## src/rtl/line_endpoint_stager.sv

```systemverilog
// line_endpoint_stager: shadows upstream line endpoints and commits them to the sprite at each frame boundary (optional LINE_SMOOTH_EN averaging)
module line_endpoint_stager #(
  parameter int H_ACTIVE       = 1280,
  parameter int V_ACTIVE       = 720,
  parameter int TIMEOUT_FRAMES = 30
) (
  input  logic        clk_in,
  input  logic        rst_in,
  input  logic [10:0] hcount_in,
  input  logic [9:0]  vcount_in,
  input  logic [10:0] x1_in,
  input  logic [9:0]  y1_in,
  input  logic [10:0] x2_in,
  input  logic [9:0]  y2_in,
  input  logic        valid_in,
  output logic        ready_out,
  output logic [10:0] x1_out,
  output logic [9:0]  y1_out,
  output logic [10:0] x2_out,
  output logic [9:0]  y2_out,
  output logic        line_active_out,
  output logic        sprite_rst_out
);
  localparam int SW = $clog2(TIMEOUT_FRAMES + 2);
  localparam logic [10:0] X_MAX = 11'(H_ACTIVE - 1);
  localparam logic [9:0]  Y_MAX = 10'(V_ACTIVE - 1);
  typedef enum logic {EMPTY, HELD} state_t;
  state_t state;
  logic [10:0] sx1, sx2, nx1, nx2;
  logic [9:0] sy1, sy2, ny1, ny2;
  logic [SW-1:0] stale, stale_inc;
  logic boundary, degen;
  assign ready_out = state == EMPTY;
  assign boundary = hcount_in == 11'd0 && vcount_in == 10'(V_ACTIVE);
  assign stale_inc = stale == SW'(TIMEOUT_FRAMES) ? stale : stale + 1'b1;
`ifdef LINE_SMOOTH_EN
  logic primed;
  logic [11:0] ax1, ax2;
  logic [10:0] ay1, ay2;
  assign ax1 = {1'b0, x1_out} + {1'b0, sx1} + 12'd1;
  assign ax2 = {1'b0, x2_out} + {1'b0, sx2} + 12'd1;
  assign ay1 = {1'b0, y1_out} + {1'b0, sy1} + 11'd1;
  assign ay2 = {1'b0, y2_out} + {1'b0, sy2} + 11'd1;
  assign nx1 = primed ? ax1[11:1] : sx1;
  assign nx2 = primed ? ax2[11:1] : sx2;
  assign ny1 = primed ? ay1[10:1] : sy1;
  assign ny2 = primed ? ay2[10:1] : sy2;
`else
  assign nx1 = sx1;
  assign nx2 = sx2;
  assign ny1 = sy1;
  assign ny2 = sy2;
`endif
  assign degen = nx1 == nx2 && ny1 == ny2;
  // shadow capture, boundary commit, stale tracking and sprite resync pulse
  always_ff @(posedge clk_in) begin
    if (rst_in) begin
      state <= EMPTY;
      {sx1, sy1, sx2, sy2} <= '0;
      {x1_out, y1_out, x2_out, y2_out} <= '0;
      line_active_out <= 1'b0;
      sprite_rst_out <= 1'b0;
      stale <= '0;
`ifdef LINE_SMOOTH_EN
      primed <= 1'b0;
`endif
    end else begin
      sprite_rst_out <= boundary;
      if (state == EMPTY && valid_in) begin
        sx1 <= x1_in > X_MAX ? X_MAX : x1_in;
        sx2 <= x2_in > X_MAX ? X_MAX : x2_in;
        sy1 <= y1_in > Y_MAX ? Y_MAX : y1_in;
        sy2 <= y2_in > Y_MAX ? Y_MAX : y2_in;
        state <= HELD;
      end
      if (boundary && state == HELD) begin
        {x1_out, y1_out, x2_out, y2_out} <= {nx1, ny1, nx2, ny2};
        line_active_out <= !degen;
        stale <= '0;
        state <= EMPTY;
`ifdef LINE_SMOOTH_EN
        primed <= 1'b1;
`endif
      end else if (boundary) begin
        stale <= stale_inc;
        if (TIMEOUT_FRAMES != 0 && stale_inc == SW'(TIMEOUT_FRAMES)) begin
          line_active_out <= 1'b0;
`ifdef LINE_SMOOTH_EN
          primed <= 1'b0;
`endif
        end
      end
    end
  end
endmodule
```

## config.mk

```make
export PLATFORM = sky130hd
export DESIGN_NAME = line_endpoint_stager
export DESIGN_NICKNAME = d
export VERILOG_FILES = /design/src/rtl/line_endpoint_stager.sv
export SDC_FILE = /design/constraint.sdc
export NUM_CORES = 1
export LEC_CHECK = 0
export CAP_MARGIN = 10
export CORE_MARGIN = 4
export CORE_UTILIZATION = 40
export DETAILED_ROUTE_END_ITERATION = 7
export HOLD_SLACK_MARGIN = 0.15
export PLACE_DENSITY = 0.77
export SETUP_SLACK_MARGIN = 0.1
export SYNTH_ARGS = -nofsm -noshare
export SYNTH_HDL_FRONTEND = slang
export SYNTH_SLANG_ARGS = --single-unit
```

## constraint.sdc

```tcl
create_clock -name clk_in -period 2.6 [get_ports clk_in]
set_input_delay 0.52 -clock clk_in [delete_from_list [all_inputs] [get_ports clk_in]]
set_output_delay 0.52 -clock clk_in [all_outputs]
set_load 0.03 [all_outputs]
```

==> metrics.md, run 1 <==
| Metric | Value |
|---|---|
| Status | completed |
| HP Class | flop to flop |
| Post_cts resized | 0 |
| Clk root buf | clkbuf_8 |
| Final WL | around 10000 µm |
| Slew @ Worst Pin | 0.658 ns |
| First-pass GRT wire length | 16800 µm |
| Fin crit share | 0.906 |
| Yosys warns | 0 |
| CORE AREA | approximately 0.009 mm² |
| Largest net degree at the start of global routing | 64 |
| Setup TNS | 0 ns |
| Max Cap Viol | 0 |
| Setup repair bufs after CTS | 0 |
| Buffer depth of the longest clock path | 2 |
| Via count | 3438 |
| Reg2reg end | x2_out[6] |
| Tot Pwr | 2820 µW |
| Detail Route Antenna Nets | 0 |
| Num CTS Buffers | 9 |
| Worst hold slack | about 0.46 ns |
| DRC viols | 0 |
| Cell Pwr Density | around 540 mW/mm² |
| Vias per cell | roughly 5.3 |
| Setup violators final | 0 |
| CP required | 2.08 ns |
| Mapped Cells | 433 |
| CP Capture Type | output port |
| H-tree Lvls | 3 |
| GRT overflow | 0 |
| GP Congestion | approximately 0.81 |
| Clock Latency Late Sink | 0.36 ns |
| Footprint of the multi-input gates | 0.00178 mm² |
| Arrival @ worst endpoint | 1.84 ns |
| Sequential Area | 0.00184 mm² |
| Crit Path Category | flop to output port |
| Clock Sinks | 92 |
| Layout cell share with drive strength beyond 1 | 0.118 |
| HPWL after DPL | approximately 7500 µm |
| Post-layout min period | ~2.4 ns |
| Final hold viol count | 0 |
| WL/cell | 15.8 µm |
| Leakage | 0.00190 µW |
| Num ports | 111 |
| Iteration-0 DRC Markers | 224 |
| Fmax | ~420 MHz |
| Synth Net Count | 501 |
| Peak supply drop | between 0.3 and 0.4 mV |
| Critical Path Source | state |
| Worst-path clk slew | 0.09 ns |
| FP Rows | 35 |
| Pre-CTS WS | 0.111 ns |
| Worst rel slew slack | 0.561 |
| Crit path launch type | flop |
| Setup Skew | around 0.0084 ns |
| Hold buffer count at cts | 0 |
| Initial antenna violation count | 0 |
| Max Transition Viols Final | 0 |
| Antenna cells | 0 |
| Post-synthesis register bit count | 92 |
| Fillers | 818 |
| Chip Height | 105 µm |
| R2R cell count | 5 |
| CTS tree | done |
| Flop2flop setup slack | approximately 0.67 ns |
| RSZ-0062 raised after global routing | false |
| Vias in the first global route | 3341 |
| 1st-pass router iterations | 5 |
| Post-Syn Area | 0.00378 mm² |
| Buffers on Ports | 110 |
| Die Wd | 105 µm |
| Netlist cell types | 39 |
| Starting Density | 0.411 |
| Reg2reg start | state |
| Nets | 605 |
| Final worst slack | 0.244 ns |
| Crit path to | ready_out |
| Total track usage | 0.190 |
| Total die area | between 0.01 and 0.015 mm² |
| Seq/Total Area, Yosys | 0.488 |
| Layout area overhead | 37.2% |
| Syn_area_per_cell | ~8.7 µm² |
| Crit-path max FO | 8 |
## synth_stat cells
library cell  number  area, µm²
nand2_1           95        357
dfxtp_1           92       1840
a21oi_1           58        290
nor2_1            28        105
xor2_1            20        175
clkbuf_1          18       67.6
o221a_2           16        180
o21ai_0           15       75.1
nand2_2           14       87.6
nor3_1            14       70.1
nor4_1             7       43.8
nand3b_1           6       45.0
buf_6              5       56.3
mux2i_1            5       50.1
nand3_1            5       25.0
buf_2              4       20.0
nand4_1            3       18.8
ha_1               2       25.0
inv_1              2       7.51
nor4b_1            2       17.5
o211a_1            2       20.0
o21a_1             2       15.0
xnor2_1            2       17.5
a211oi_1           1       7.51
a21boi_0           1       7.51
a31o_2             1       8.76
and3_1             1       6.26
clkbuf_2           1       5.00
clkinv_1           1       3.75
nand2b_1           1       6.26
nand4b_4           1       23.8
nor2b_1            1       6.26
nor3_2             1       10.0
nor4_4             1       21.3
nor4b_4            1       23.8
o2111ai_1          1       8.76
o221ai_1           1       8.76
or3_1              1       6.26
or4_4              1       11.3
## cells by family after synthesis
kind of cell	synth area share
compound gates	0.165
mux	0.0133
simple gates	0.234
xor+xnor	0.0510
fa+ha+maj	0.00663
buf+inv	0.0424
flops	0.488
## how the worst min path moves through the flow
stage                endpoint      start  depth (start not counted)
floorplan              nx1[8]     nx1[8]                          2
global placement    y2_out[5]  y2_out[5]                          2
detailed placement  x1_out[0]  x1_out[0]                          2
CTS                 x1_out[0]  x1_out[0]                          2
global route        x2_out[4]  x2_out[4]                          2
finish              x1_out[0]  x1_out[0]                          2
## sequential cells by signal (all words and copies together) (netlist names), 10 cells and up
| register | flops |
|---|---|
| nx1 | 11 |
| nx2 | 11 |
| ny1 | 10 |
| ny2 | 10 |
| x1_out | 11 |
| x2_out | 11 |
| y1_out | 10 |
| y2_out | 10 |
## area by class of cell
| class | count | area share |
|---|---|---|
| clock buffers | 12 | 0.0299 |
| clock inverters | 4 | 0.0106 |
| inverters | 3 | 0.00217 |
| multi-input cells | 310 | 0.343 |
| flip-flops and latches | 92 | 0.355 |
| well taps | 111 | 0.0268 |
| repair buffers | 121 | 0.232 |
## through the flow
stage                util  instances  cell area [µm²]
CTS                 0.564        653             5180
floorplan               -        433             3780
detailed placement  0.541        637             4970
finish              0.564        653             5180
global placement    0.541        637             4970
global route        0.564        653             5180
## routing by layer
metal	routed length (µm)	global-route usage
met5	0	0
met2	4790	0.295
met4	139	0.0628
met1	4720	0.266
met3	697	0.0358
## critical path, cell delays in order, from the launching register on
cell	delay [ns]
dfxtp_1	0.50
clkinv_1	0.30
clkdlybuf4s50_1	0.68
## power breakdown
part           leakage, µW  total, µW  internal, µW  switching [µW]
logic              0.00105        295           165             130
clock network     0.000104       1020           505             515
registers         0.000750       1510          1460            52.8
total              0.00190       2820          2130             698
## cell usage in the layout (no fill, tap or decap), types with 3 or more instances in the layout
master	instances
a21oi_1	58
buf_4	9
clkbuf_8	11
clkdlybuf4s50_1	109
dfxtp_1	92
mux2i_1	5
nand2_1	95
nand2_2	14
nand3_1	5
nand3b_1	6
nand4_1	3
nor2_1	28
nor3_1	14
nor4_1	7
o21ai_0	15
o221a_2	16
xor2_1	20
Note: power is estimated with default switching activity, not from simulation.
==> run 2, diff against run 1 <==
--- a/config.mk
+++ b/config.mk
@@ -7,10 +7,10 @@
 export LEC_CHECK = 0
 export CAP_MARGIN = 10
 export CORE_MARGIN = 4
-export CORE_UTILIZATION = 40
+export CORE_UTILIZATION = 39
 export DETAILED_ROUTE_END_ITERATION = 7
 export HOLD_SLACK_MARGIN = 0.15
-export PLACE_DENSITY = 0.77
+export PLACE_DENSITY = 0.76
 export SETUP_SLACK_MARGIN = 0.1
 export SYNTH_ARGS = -nofsm -noshare
 export SYNTH_HDL_FRONTEND = slang
==> run 2 against run 1 <==
Effect of this change: die area up 2.4%; clock power down 15%; via count down 1.0%.
==> metrics.md, run 2 (synthesis gave the netlist of run 1 again) <==
| Metric | Value |
|---|---|
| Final WL | 10300 µm (-0.69%) |
| Crit Path Category | flop to output port |
| Chip Height | 106 µm (+1.2%) |
| 1st-pass router iterations | 5 (unchanged) |
| CORE AREA | 0.00933 mm² (+1.4%) |
| Buffers on Ports | 110 (unchanged) |
| Total die area | 0.0113 mm² (+2.4%) |
| Post-layout min period | 2.34 ns (-0.0126 ns) |
| Hold buffer count at cts | 0 (unchanged) |
| Reg2reg start | state |
| Setup violators final | 0 (unchanged) |
| Setup TNS | 0 ns (unchanged) |
| Max Transition Viols Final | 0 (unchanged) |
| Initial antenna violation count | 0 (unchanged) |
| Die Wd | 106 µm (+1.2%) |
| Hold_sp | x1_out[0] |
| Via count | 3403 (-1.0%) |
| Layout cell share with drive strength beyond 1 | 0.120 (+0.00162) |
| Clk network pwr share | 0.324 (-0.037) |
| Cell-internal power | 1980 µW (-6.8%) |
| H-tree Lvls | 3 (unchanged) |
| Iteration-0 DRC Markers | 193 (-14%) |
| Crit path launch type | flop |
| Detail Route Antenna Nets | 0 (unchanged) |
| DR WL met3 | 556 µm (-20%) |
| Max Cap Viol | 0 (unchanged) |
| Reg2reg end | nx2[9] |
| Total track usage | 0.183 (-0.00737) |
| HP Class | flop to flop |
| CTS tree | done |
| Sequential Power Share | 0.564 (+0.030) |
| DRC viols | 0 (unchanged) |
| R2R cell count | 5 (unchanged) |
| CP required | 2.08 ns (about the same) |
| Post_cts resized | 0 (unchanged) |
| Setup Skew | 0.00918 ns (+0.000755 ns) |
| Num ports | 111 (unchanged) |
| Starting Density | 0.405 (-0.00578) |
| Layout area overhead | 37.1% (about the same) |
| HPWL after DPL | 7560 µm (+1.2%) |
| WHS Endpoint | x1_out[0] |
| FP Rows | 35 (unchanged) |
| Routed wire length on met2 | 5000 µm (+4.4%) |
| Arrival @ worst endpoint | 1.82 ns (-0.02 ns) |
| Worst hold slack | 0.455 ns (-0.000468 ns) |
| First-pass GRT wire length | 16600 µm (-1.3%) |
| Vias per cell | 5.06 (-3.8%) |
| Leakage | 0.00189 µW (-0.59%) |
| Critical path's largest stage delay | 0.67 ns (about the same) |
| Clock Latency Late Sink | 0.35 ns (about the same) |
| Worst rel slew slack | 0.413 (-0.148) |
| Cell Pwr Density | 516 mW/mm² (-5.3%) |
| Setup repair bufs after CTS | 0 (unchanged) |
| Vias in the first global route | 3386 (+1.3%) |
| Top layer in use | met4 |
| Status | completed |
| Hold depth | 2 (unchanged) |
| Clk root buf | clkbuf_8 |
| Antenna cells | 0 (unchanged) |
| GP Congestion | 0.793 (-2.1%) |
| Switching share of power | 0.259 (+0.0116) |
| Fillers | 863 (+5.5%) |
| Crit-path max FO | 8 (unchanged) |
| Buffer depth of the longest clock path | 2 (unchanged) |
| Fmax | 427 MHz (+0.54%) |
| RSZ-0062 raised after global routing | false |
| Worst-path clk slew | 0.10 ns (about the same) |
| Most common library cell in the layout ignoring fill and taps | clkdlybuf4s50_1 |
| M1 WL | 4620 µm (-2.2%) |
| Pre-CTS WS | 0.0936 ns (-0.0171 ns) |
| Nets | 606 (+0.17%) |
| CP Capture Type | output port |
| Fin crit share | 0.901 (-0.00486) |
| Slew @ Worst Pin | 0.879 ns (+0.221 ns) |
| GRT overflow | 0 (unchanged) |
| Peak supply drop | 0.221 mV (-34%) |
| Cell Chain, Critical Path | clkinv_1, clkdlybuf4s50_1 |
| Num CTS Buffers | 9 (unchanged) |
| Final hold viol count | 0 (unchanged) |
| Commonest non-fill, non-tap cells in the layout | clkdlybuf4s50_1 (109), nand2_1 (95), dfxtp_1 (92) |
| Comb pwr share | 0.112 (+0.008) |
| Clock Sinks | 92 (unchanged) |
| Final worst slack | 0.257 ns (+0.0126 ns) |
| Flop2flop setup slack | 0.64 ns (-0.03 ns) |
| WL/cell | 15.3 µm (-3.5%) |
| Net Sw Power | 692 µW (-0.92%) |
| Critical path's slowest cell | clkdlybuf4s50_1 |
| Largest net degree at the start of global routing | 64 (unchanged) |
run 2: cell count changes in the layout (fill, tap and decap cells not counted), sizes merged:
cell and change:
buf +1, inv +1, clkinv +2, bufinv -1, clkbuf -2
run 2: worst max path at each step:
| stage | depth (start not counted) | to | start |
|---|---|---|---|
| after floorplan | 7 | x1_out[10] | vcount_in[3] |
| after global placement | 8 | y1_out[4] | vcount_in[3] |
| after detailed placement | 7 | x2_out[1] | vcount_in[3] |
| after CTS | 2 | ready_out | state |
| after global routing | 2 | ready_out | state |
| final | 2 | ready_out | state |
run 2: critical path, delay by kind of cell (launching register included):
family / cells / cell delay (ns)
buf+inv: 2 / 0.98
flops: 1 / 0.50
run 2: layout make-up:
type / count / area (µm²) / share of cell area
clock inverters: 6 / 47.5 / 0.00918
flip-flops and latches: 92 / 1840 / 0.356
multi-input cells: 310 / 1780 / 0.343
inverters: 3 / 11.3 / 0.00217
repair buffers: 122 / 1210 / 0.234
well taps: 129 / 161 / 0.0312
clock buffers: 10 / 128 / 0.0246
run 2: per-layer routing:
metal	track usage	vias to the layer above
li1	-	1695
met1	0.238	1602
met2	0.308	98
met3	0.0316	8
met4	0.0592	0
met5	0	-
run 2: through the flow:
stage          utilization  cells  area, µm²  power, µW
3_3_place_gp         0.536    656       5000       1830
4_1_cts              0.555    672       5180       2690
5_1_grt              0.555    672       5180       2780
3_5_place_dp         0.536    656       5000       1840
6_report             0.555    672       5180       2670
2_1_floorplan            -    433       3780       1670
run 2: power by group through the flow:
stage | Combinational, µW | Sequential [µW] | Clock, µW
floorplan | 150 | 1520 | 0
global placement | 289 | 1540 | 0
detailed placement | 296 | 1540 | 0
CTS | 299 | 1510 | 884
global route | 327 | 1510 | 942
finish | 298 | 1510 | 866
==> run 3, diff against run 2 <==
--- a/config.mk
+++ b/config.mk
@@ -5,7 +5,7 @@
 export SDC_FILE = /design/constraint.sdc
 export NUM_CORES = 1
 export LEC_CHECK = 0
-export CAP_MARGIN = 10
+export CAP_MARGIN = 30
 export CORE_MARGIN = 4
 export CORE_UTILIZATION = 39
 export DETAILED_ROUTE_END_ITERATION = 7
==> results of run 3 <==
Final layout, timing and power as in run 2 (identical DEF).
